<file path="src/rtl/uart_mmio_port_pkg.sv">
// rtl/uart_mmio_port_pkg.sv - shared encodings, index defaults and FSM state types for the serial MMIO port
package uart_mmio_port_pkg;

    localparam logic [1:0] MEM_IDLE  = 2'b00;
    localparam logic [1:0] MEM_READ  = 2'b01;
    localparam logic [1:0] MEM_WRITE = 2'b10;

    localparam logic [2:0] DATA_INDEX_DEF  = 3'b110;
    localparam logic [2:0] STATE_INDEX_DEF = 3'b111;

    localparam int CLKS_PER_BIT_DEF = 434;

    typedef enum logic [1:0] {TX_IDLE, TX_START, TX_DATA, TX_STOP} tx_state_e;
    typedef enum logic [1:0] {RX_IDLE, RX_START, RX_DATA, RX_STOP} rx_state_e;

endpackage

</file>
<file path="src/rtl/uart_mmio_port_if.sv">
// rtl/uart_mmio_port_if.sv - CPU-side memory-mapped access bundle for the serial port
interface uart_mmio_port_if;
    logic [1:0] memRW;
    logic [2:0] index;
    logic [7:0] wdata;
    logic [7:0] rdata;
    logic [1:0] state;

    modport master (output memRW, index, wdata, input rdata, state);
    modport slave  (input memRW, index, wdata, output rdata, state);
endinterface

</file>
<file path="src/rtl/uart_rx_frame.sv">
// rtl/uart_rx_frame.sv - line synchroniser and 8N1 receive FSM producing a one-cycle byte strobe
module uart_rx_frame
    import uart_mmio_port_pkg::*;
#(
    parameter int CLKS_PER_BIT = CLKS_PER_BIT_DEF
) (
    input  logic       clk,
    input  logic       rst,
    input  logic       rx_line,
    output logic       byte_valid,
    output logic [7:0] rx_byte
);
    localparam int CW = $clog2(CLKS_PER_BIT);
    localparam logic [CW-1:0] BIT_LAST  = CW'(CLKS_PER_BIT - 1);
    localparam logic [CW-1:0] HALF_LAST = CW'(CLKS_PER_BIT / 2 - 1);

    logic            sync1_q, sync2_q, prev_q;
    rx_state_e       state_q, state_d;
    logic [CW-1:0]   cnt_q, cnt_d;
    logic [2:0]      bit_q, bit_d;
    logic [7:0]      shift_q, shift_d;

    // Two-flop synchroniser plus one delayed copy for falling-edge detection; idle line is high
    always_ff @(posedge clk or negedge rst) begin
        if (!rst) begin
            sync1_q <= 1'b1;
            sync2_q <= 1'b1;
            prev_q  <= 1'b1;
            state_q <= RX_IDLE;
            cnt_q   <= '0;
            bit_q   <= '0;
            shift_q <= '0;
        end else begin
            sync1_q <= rx_line;
            sync2_q <= sync1_q;
            prev_q  <= sync2_q;
            state_q <= state_d;
            cnt_q   <= cnt_d;
            bit_q   <= bit_d;
            shift_q <= shift_d;
        end
    end

    // Frame walker: half a bit into the start bit to centre, then full-bit strides to each sample
    always_comb begin
        state_d    = state_q;
        cnt_d      = cnt_q;
        bit_d      = bit_q;
        shift_d    = shift_q;
        byte_valid = 1'b0;
        unique case (state_q)
            RX_IDLE: begin
                if (prev_q && !sync2_q) begin
                    state_d = RX_START;
                    cnt_d   = '0;
                end
            end
            RX_START: begin
                if (cnt_q == HALF_LAST) begin
                    cnt_d   = '0;
                    bit_d   = '0;
                    state_d = sync2_q ? RX_IDLE : RX_DATA;
                end else begin
                    cnt_d = cnt_q + 1'b1;
                end
            end
            RX_DATA: begin
                if (cnt_q == BIT_LAST) begin
                    cnt_d   = '0;
                    shift_d = {sync2_q, shift_q[7:1]};
                    bit_d   = bit_q + 3'd1;
                    if (bit_q == 3'd7) state_d = RX_STOP;
                end else begin
                    cnt_d = cnt_q + 1'b1;
                end
            end
            RX_STOP: begin
                if (cnt_q == BIT_LAST) begin
                    cnt_d      = '0;
                    state_d    = RX_IDLE;
                    byte_valid = sync2_q;
                end else begin
                    cnt_d = cnt_q + 1'b1;
                end
            end
            default: state_d = RX_IDLE;
        endcase
    end

    assign rx_byte = shift_q;

endmodule

</file>
<file path="src/rtl/uart_mmio_port.sv">
// rtl/uart_mmio_port.sv - MMIO serial port top: access decode, inline 8N1 TX, RX holding register or FIFO (UART_MMIO_RX_FIFO_EN)
module uart_mmio_port
    import uart_mmio_port_pkg::*;
#(
    parameter int         CLKS_PER_BIT = CLKS_PER_BIT_DEF,
    parameter logic [2:0] DATA_INDEX   = DATA_INDEX_DEF,
    parameter logic [2:0] STATE_INDEX  = STATE_INDEX_DEF
) (
    input  logic               clk,
    input  logic               rst,
    uart_mmio_port_if.slave    bus,
    input  logic               u_txd,
    output logic               u_rxd
);
    localparam int CW = $clog2(CLKS_PER_BIT);
    localparam logic [CW-1:0] BIT_LAST = CW'(CLKS_PER_BIT - 1);

    logic          data_sel, wr_hit, rd_hit, wr_pulse, rd_pulse;
    logic          wr_hit_q, wr_hit_d, rd_hit_q, rd_hit_d;
    tx_state_e     tx_state_q, tx_state_d;
    logic [CW-1:0] tx_cnt_q, tx_cnt_d;
    logic [2:0]    tx_bit_q, tx_bit_d;
    logic [7:0]    tx_shift_q, tx_shift_d;
    logic          rx_byte_valid, rx_valid, tx_ready;
    logic [7:0]    rx_byte;

    // The status slot wins if both indices were ever configured equal, so status reads never pop
    assign data_sel = (bus.index == DATA_INDEX) && (bus.index != STATE_INDEX);
    assign wr_hit   = (bus.memRW == MEM_WRITE) && data_sel;
    assign rd_hit   = (bus.memRW == MEM_READ) && data_sel;
    assign wr_pulse = wr_hit && !wr_hit_q;
    assign rd_pulse = rd_hit && !rd_hit_q;
    assign wr_hit_d = wr_hit;
    assign rd_hit_d = rd_hit;

    // Strobe history and transmitter state
    always_ff @(posedge clk or negedge rst) begin
        if (!rst) begin
            wr_hit_q   <= 1'b0;
            rd_hit_q   <= 1'b0;
            tx_state_q <= TX_IDLE;
            tx_cnt_q   <= '0;
            tx_bit_q   <= '0;
            tx_shift_q <= '0;
        end else begin
            wr_hit_q   <= wr_hit_d;
            rd_hit_q   <= rd_hit_d;
            tx_state_q <= tx_state_d;
            tx_cnt_q   <= tx_cnt_d;
            tx_bit_q   <= tx_bit_d;
            tx_shift_q <= tx_shift_d;
        end
    end

    // Transmit FSM; the line is decoded from state so reset forces it high at once
    always_comb begin
        tx_state_d = tx_state_q;
        tx_cnt_d   = tx_cnt_q;
        tx_bit_d   = tx_bit_q;
        tx_shift_d = tx_shift_q;
        u_rxd      = 1'b1;
        unique case (tx_state_q)
            TX_IDLE: begin
                if (wr_pulse) begin
                    tx_state_d = TX_START;
                    tx_cnt_d   = '0;
                    tx_shift_d = bus.wdata;
                end
            end
            TX_START: begin
                u_rxd = 1'b0;
                if (tx_cnt_q == BIT_LAST) begin
                    tx_cnt_d   = '0;
                    tx_bit_d   = '0;
                    tx_state_d = TX_DATA;
                end else begin
                    tx_cnt_d = tx_cnt_q + 1'b1;
                end
            end
            TX_DATA: begin
                u_rxd = tx_shift_q[0];
                if (tx_cnt_q == BIT_LAST) begin
                    tx_cnt_d   = '0;
                    tx_shift_d = {1'b0, tx_shift_q[7:1]};
                    tx_bit_d   = tx_bit_q + 3'd1;
                    if (tx_bit_q == 3'd7) tx_state_d = TX_STOP;
                end else begin
                    tx_cnt_d = tx_cnt_q + 1'b1;
                end
            end
            TX_STOP: begin
                u_rxd = 1'b1;
                if (tx_cnt_q == BIT_LAST) begin
                    tx_cnt_d   = '0;
                    tx_state_d = TX_IDLE;
                end else begin
                    tx_cnt_d = tx_cnt_q + 1'b1;
                end
            end
            default: tx_state_d = TX_IDLE;
        endcase
    end

    assign tx_ready = (tx_state_q == TX_IDLE);

    uart_rx_frame #(.CLKS_PER_BIT(CLKS_PER_BIT)) u_rx (
        .clk       (clk),
        .rst       (rst),
        .rx_line   (u_txd),
        .byte_valid(rx_byte_valid),
        .rx_byte   (rx_byte)
    );

`ifdef UART_MMIO_RX_FIFO_EN
    logic [3:0][7:0] mem_q, mem_d;
    logic [1:0]      wptr_q, wptr_d, rptr_q, rptr_d;
    logic [2:0]      count_q, count_d;
    logic [7:0]      last_q, last_d;
    logic            pop, push;

    // Receive FIFO storage and pointers
    always_ff @(posedge clk or negedge rst) begin
        if (!rst) begin
            mem_q   <= '0;
            wptr_q  <= '0;
            rptr_q  <= '0;
            count_q <= '0;
            last_q  <= '0;
        end else begin
            mem_q   <= mem_d;
            wptr_q  <= wptr_d;
            rptr_q  <= rptr_d;
            count_q <= count_d;
            last_q  <= last_d;
        end
    end

    // A pop frees a slot in the same cycle, so a full FIFO still takes a simultaneous push
    always_comb begin
        mem_d   = mem_q;
        wptr_d  = wptr_q;
        rptr_d  = rptr_q;
        last_d  = last_q;
        pop     = rd_pulse && (count_q != 3'd0);
        push    = rx_byte_valid && ((count_q != 3'd4) || pop);
        if (pop) begin
            last_d = mem_q[rptr_q];
            rptr_d = rptr_q + 2'd1;
        end
        if (push) begin
            mem_d[wptr_q] = rx_byte;
            wptr_d        = wptr_q + 2'd1;
        end
        count_d = count_q + {2'b00, push} - {2'b00, pop};
    end

    assign rx_valid  = (count_q != 3'd0);
    assign bus.rdata = rx_valid ? mem_q[rptr_q] : last_q;
`else
    logic [7:0] hold_q, hold_d;
    logic       valid_q, valid_d;

    // Single receive holding register
    always_ff @(posedge clk or negedge rst) begin
        if (!rst) begin
            hold_q  <= '0;
            valid_q <= 1'b0;
        end else begin
            hold_q  <= hold_d;
            valid_q <= valid_d;
        end
    end

    // Pop is applied before delivery, so a same-cycle byte lands; otherwise an occupied register drops it
    always_comb begin
        hold_d  = hold_q;
        valid_d = valid_q;
        if (rd_pulse) valid_d = 1'b0;
        if (rx_byte_valid && (!valid_q || rd_pulse)) begin
            hold_d  = rx_byte;
            valid_d = 1'b1;
        end
    end

    assign rx_valid  = valid_q;
    assign bus.rdata = hold_q;
`endif

    assign bus.state = {rx_valid, tx_ready};

endmodule

</file>
<file path="src/flat_wrapper.sv">
// flat-port wrapper written by rule: the top's interface ports become plain ports
module uart_mmio_port_flat import uart_mmio_port_pkg::*;
#(
    parameter int         CLKS_PER_BIT = CLKS_PER_BIT_DEF,
    parameter logic [2:0] DATA_INDEX   = DATA_INDEX_DEF,
    parameter logic [2:0] STATE_INDEX  = STATE_INDEX_DEF
)
  (clk, rst, u_txd, u_rxd, bus_memRW, bus_index, bus_wdata, bus_rdata, bus_state);
  uart_mmio_port_if bus_i ();
  input  logic clk;
  input  logic rst;
  input  logic u_txd;
  output logic u_rxd;
  input wire logic [$bits(bus_i.memRW)-1:0] bus_memRW;
  input wire logic [$bits(bus_i.index)-1:0] bus_index;
  input wire logic [$bits(bus_i.wdata)-1:0] bus_wdata;
  output wire logic [$bits(bus_i.rdata)-1:0] bus_rdata;
  output wire logic [$bits(bus_i.state)-1:0] bus_state;
  assign bus_i.memRW = bus_memRW;
  assign bus_i.index = bus_index;
  assign bus_i.wdata = bus_wdata;
  assign bus_rdata = bus_i.rdata;
  assign bus_state = bus_i.state;
  uart_mmio_port #(.CLKS_PER_BIT(CLKS_PER_BIT), .DATA_INDEX(DATA_INDEX), .STATE_INDEX(STATE_INDEX)) u_core (.clk(clk), .rst(rst), .bus(bus_i), .u_txd(u_txd), .u_rxd(u_rxd));
endmodule
</file>
<file path="config.mk">
export PLATFORM = sky130hd
export DESIGN_NAME = uart_mmio_port_flat
export DESIGN_NICKNAME = d
export VERILOG_FILES = /design/src/rtl/uart_mmio_port_pkg.sv /design/src/rtl/uart_mmio_port_if.sv /design/src/rtl/uart_rx_frame.sv /design/src/rtl/uart_mmio_port.sv /design/src/flat_wrapper.sv
export SDC_FILE = /design/constraint.sdc
export NUM_CORES = 1
export LEC_CHECK = 0
export ABC_AREA = 1
export BUFFER_PORTS_ARGS = -buffer_cell sky130_fd_sc_hd__buf_2
export CORE_MARGIN = 2
export CORE_UTILIZATION = 34
export CTS_CLUSTER_DIAMETER = 150
export DETAILED_ROUTE_END_ITERATION = 7
export PLACE_DENSITY = 0.62
export SETUP_SLACK_MARGIN = 0.2
export SYNTH_ARGS = -nofsm -noshare
export SYNTH_HDL_FRONTEND = slang
export SYNTH_SLANG_ARGS = --single-unit
</file>
<file path="constraint.sdc">
create_clock -name clk -period 1.7 [get_ports clk]
set_input_delay 0.085 -clock clk [delete_from_list [all_inputs] [get_ports clk]]
set_output_delay 0.085 -clock clk [all_outputs]
set_load 0.05 [all_outputs]
</file>
; ---- After elaboration in Yosys (flattened, before gate mapping)
; Index checks and enable logic that the tools add are counted.
[classes]
add_sub_neg = 4
eq_ne = 25
n_mux = 34
n_reduce_logical = 26
[ops]
columns = operator, count
row1 = two-way mux 9 bit, 5
row2 = case mux 9 bit (3 select lines), 1
row3 = two-way mux 2 bit, 11
row4 = "adder 9 x 1 -> 9 bit, second input constant", 2
row5 = "== test 9 bit, second input constant", 2
row6 = case mux 9 bit (2 select lines), 1
row7 = two-way mux 8 bit, 2
row8 = case mux 2 bit (4 select lines), 2
row9 = case mux 8 bit (2 select lines), 1
row10 = two-way mux 3 bit, 4
row11 = case mux 3 bit (2 select lines), 2
row12 = "== test 2 bit, second input constant", 5
row13 = "inequality test 2 x 1 -> 1 bit, second input constant", 5
row14 = "inequality test 2 bit, second input constant", 5
row15 = AND reduction 5 bit, 2
row16 = "== test 3 bit, second input constant", 3
row17 = "== test 9 x 8 -> 1 bit, second input constant", 1
row18 = AND reduction 3 bit, 3
row19 = nonzero test 2 bit, 4
row20 = logical AND 1 bit, 7
row21 = "adder 3 x 1 -> 3 bit, second input constant", 2
row22 = "== test 2 x 1 -> 1 bit, second input constant", 3
row23 = zero test 1 bit, 4
row24 = zero test 2 bit, 2
row25 = other kinds (7), 10
[word_totals]
register_bits = 58
in_bits = 16
output_inout_bits = 11
elab_cells = 104

; ---- Longest topological paths before layout
[depth]
ltp_word = 7
depth_mapped = 11
ltp_nobuf = 11

; ---- Modules after synthesis
; From an unflattened synthesis, not the netlist that was laid out.
[hier_totals]
cells_unflattened = 354
hier_area_um2 = 3065.4
[modules_own_cells]
columns = mod, n_inst, cells_each, area_per_inst_um2, seq_area_each_um2
row1 = uart_mmio_port, 1, 208, 1803.0, 825.8
row2 = uart_rx_frame, 1, 146, 1262.5, 629.4

; ---- Worst setup path before layout
; OpenSTA, ideal clock, no wires.
[synth_timing]
kind = flip-flop to output port
startpoint = register u_core.tx_state_q[0]
endpoint = output u_rxd
arrival_time_ns = 2.085
required_time_ns = 1.615
slack_ns = -0.470
path_stages_with_launch = 6
path_buffers = 2
path_cell_list = dfrtp_1 inv_1 ha_1 clkbuf_1 clkbuf_1 o21ai_0
[synth_between]
elab_chain_cells = 2
elab_cells_between_ends = 3
cone_classes = 2 x eq/ne / 1 x mux
[synth_lines]
columns = element, line
row1 = start: declaration, uart_mmio_port.sv:20  ; tx_state_e tx_state_q, tx_state_d;
row2 = start signal: assignment, uart_mmio_port.sv:48  ; tx_state_q <= tx_state_d;
row3 = == test 2 bit / == test 2 x 1 -> 1 bit (equally long branches), uart_mmio_port.sv:62  ; unique case (tx_state_q)
row4 = case mux 1 bit (2 select lines) *, uart_mmio_port.sv:62
row5 = end: declaration, flat_wrapper.sv:13  ; output logic u_rxd;
; Mark *: on every way between the ends. The rest lies on a longest branch, timed or not.

; ---- Worst setup path in the final report
; Ends and elaborated chain as after synthesis.

==> summary.md <==
| Metric | Value |
|---|---|
| Highest Signal Layer | met4 |
| Num CTS Buffers | 9 |
| Final antenna-violating net count | 0 |
| Worst-path clk slew | approximately 0.07 ns |
| Remaining Overflow, GRT | 0 |
| Mapped Area | 2980 sq um |
| DP HPWL | 4.16 mm |
| Worst-case clock buffer depth | 2 |
| Drc violations | 0 |
| Syn Inst Count | around 370 |
| Skew-Pair Late Insertion Delay | 0.33 ns |
| N_diodes | 0 |
| Final worst-path cycle share | slightly below 90% |
| Total power | around 5800 uW |
| Top cells by area, synth | dfrtp_1 (46%), nand2_1 (15%), inv_1 (5.9%), ha_1 (5.5%), nor2_1 (4.2%) |
| Fin nets | approximately 460 |
| EDFF count, synth | 0 |
| Final wirelength | 6.61 mm |
| Unrepaired setup endpoints after global routing | yes |
| Drt pass-1 iters | 4 |
| Power density over the cells | 1470 nW/um^2 |
| Yosys top cell area share | 46.2% |
| Slew headroom | a little over two thirds |
| Register area | between 1000 and 1500 sq um |
| Post-Route Setup TNS | 0 ns |
| Worst Clk Skew | 0.00715 ns |
| Routed length on met3 | 245 um |
| Max H-tree Level | 3 |
| Vias in the first global route | 2376 |
| First-pass GRT wire length | approximately 11 mm |
| I/O pin count | 27 |
| Max frequency | roughly 660 MHz |
| Worst Path Required | ~1.6 ns |
| Synth Area per Inst | ~8.0 sq um |
| Area of the multi-input gates | 1580 sq um |
| Synth Register Bits | 58 |
| Max-slew violation count | 0 |
| Core area | ~8600 sq um |
| DR vias/cell | approximately 4.7 |
| Setup crit start kind | register |
| Crit path max fanout | 4 |
| Synth top cells by count | nand2_1 (120), dfrtp_1 (55), inv_1 (47), nor2_1 (33) |
| Starting DRT DRC Count | 106 |
| Initial Util | 34.7% |
| Post-synthesis async set-or-reset flop share | 100% |
| Total number of vias | 2571 |
| Buffers on Ports | 26 |
| Final-report setup violation count | 0 |
| FP Rows | 34 |
| Least-Margin Pin Slew | 0.447 ns |
| Pin count of the biggest net entering global routing | 42 |
| CTS sink cnt | 58 |
| Die ar. | 9530 sq um |
| Yosys top cell by area | dfrtp_1 |
| Peak VDD IR | 649 uV |
| Crit path DAT | ~1.4 ns |
| All-Layer GR Usage | 13.5% |
| Leak | 0.00197 uW |
| Final Hold Fails | 0 |
| Sequential-to-total area share from yosys stat | 48.8% |
| Unique masters post-synth | 30 |
| Final min period | between 1.5 and 2 ns |
| TritonCTS clock tree | done |
| Detail-routed net length per standard cell | 12.1 um |
| Hold_ws | 0.0388 ns |
| Status | complete, no violations |
| DRT met1 WL | around 3.0 mm |
| WL met2 | 3.24 mm |
| Die Y | 97.6 um |
| Ys Warns | 0 |
| Antenna violations before repair | 0 |
| Pre-CTS setup slack | 0.0258 ns |
| GP Congestion | ~0.84 |
| Setup ws final | 0.178 ns |
| Fill cell count | approximately 800 |
| Layout cells sized above 1 | 32.3% |
| Ys flop type | dfrtp_1 |
| Number of max-cap violations | 0 |
| Area growth, synth to finish | 31.8% |
| Crit. End Element | primary output |
| Worst Hold Class | primary input to register |
| Die width | 97.6 um |
| CP Class | register to primary output |
| Syn Nets | 400 |
| Root buffer cell | clkbuf_8 |
| Top-count cell post-synth | nand2_1 |
==> routing by layer <==
layer,GRT usage [%],vias to the layer above
li1,-,1292
met1,17.7,1219
met2,21.8,48
met3,3.81,12
met4,4.17,0
met5,0,-
==> per-stage QoR <==
stage	util, %	instances	area (sq um)
after floorplan	-	371	2990
after detailed placement	38.1	505	3270
final	45.7	547	3930
after global routing	45.7	547	3930
after global placement	38.1	505	3270
after CTS	42.3	536	3640
==> cell families (layout without fill, tap and decap cells) <==
kind of cell	count (synthesis)	count (layout)	share of synthesized area, %
AND/OR/NAND/NOR	195	197	28.0
buffers and inverters	56	121	7.81
XOR/XNOR	2	2	0.588
AO/OA/AOI/OAI	47	48	9.36
flip-flops	58	58	48.8
adder cells (fa/ha/maj)	13	13	5.46
==> final cells by class <==
type | count | area share, %
Clock buffer | 13 | 3.79
Clock inverter | 3 | 0.382
Inverter | 50 | 4.90
Multi-Input combinational cell | 260 | 40.3
Sequential cell | 58 | 37.1
Tap cell | 108 | 3.44
Timing Repair Buffer | 55 | 10.1
==> state kept, by name, indices dropped and copies added, names as in the netlist, 2 cells and up, named ones only <==
signal / count
u_core.tx_shift_q: 8
u_core.bus.rdata: 8
u_core.tx_cnt_q: 9
u_core.tx_bit_q: 3
u_core.u_rx.rx_byte: 8
u_core.tx_state_q: 2
u_core.u_rx.cnt_q: 9
u_core.u_rx.bit_q: 3
==> worst max-delay path, stage by stage, from the launching register on <==
cell     delay [ns]
dfrtp_1        0.42
inv_2          0.12
ha_4           0.17
buf_8          0.12
nand2_4        0.05
o21ai_4        0.05
buf_6          0.17
==> what timing repair did <==
item | in CTS | in global routing
gates resized for setup | 25 | 59
gates cloned | 2 | 1
pin swaps | 3 | 17
endpoints found under the setup margin | 29 | 49
hold buffers | 4 | 0
endpoints found under the hold margin | 19 | 0
setup buffers | 9 | 10
==> worst paths after layout <==
path / end / slack, ns / cells after the start / start
max: u_rxd / 0.18 / 6 / u_core.tx_state_q[0]
min: u_core.tx_shift_q[2] / 0.04 / 5 / bus_wdata[2]
max reg2reg: register / 0.19 / 10 / u_core.u_rx.cnt_q[1]
min reg2reg: u_core.u_rx.sync2_q / 0.36 / 0 / u_core.u_rx.sync1_q
max in group asynchronous: u_core.u_rx.sync2_q / 0.84 / 3 / rst
min in group asynchronous: u_core.tx_shift_q[2] / 0.22 / 2 / rst
==> layout by cell type, fill, tap and decap left out, types with 4 or more instances in the layout <==
cell type      Yosys  routed
a21oi_1           10       7
buf_2              0      24
buf_4              2      20
buf_6              2       4
clkbuf_8           0      10
dfrtp_1           55      53
dlygate4sd3_1      0       4
ha_1              13       7
ha_4               0       4
inv_1             47      42
inv_2              2       6
nand2_1          120      99
nand2_2            7      23
nand2_4            0       4
nand3_1           22      18
nand3_2            1       5
nor2_1            33      29
o21ai_0           22      14
o21ai_1            1       7
o21ai_2            9       8
o21ai_4            0       4
==> where the power goes <==
| group | switching (uW) | total, uW | internal (uW) | leakage, uW |
|---|---|---|---|---|
| Combinational | 1620 | 2740 | 1120 | 0.00112 |
| Clock | 520 | 1080 | 562 | 0.0000872 |
| Sequential | 276 | 1960 | 1680 | 0.000765 |
No activity file was read; power rests on OpenSTA's default activity.
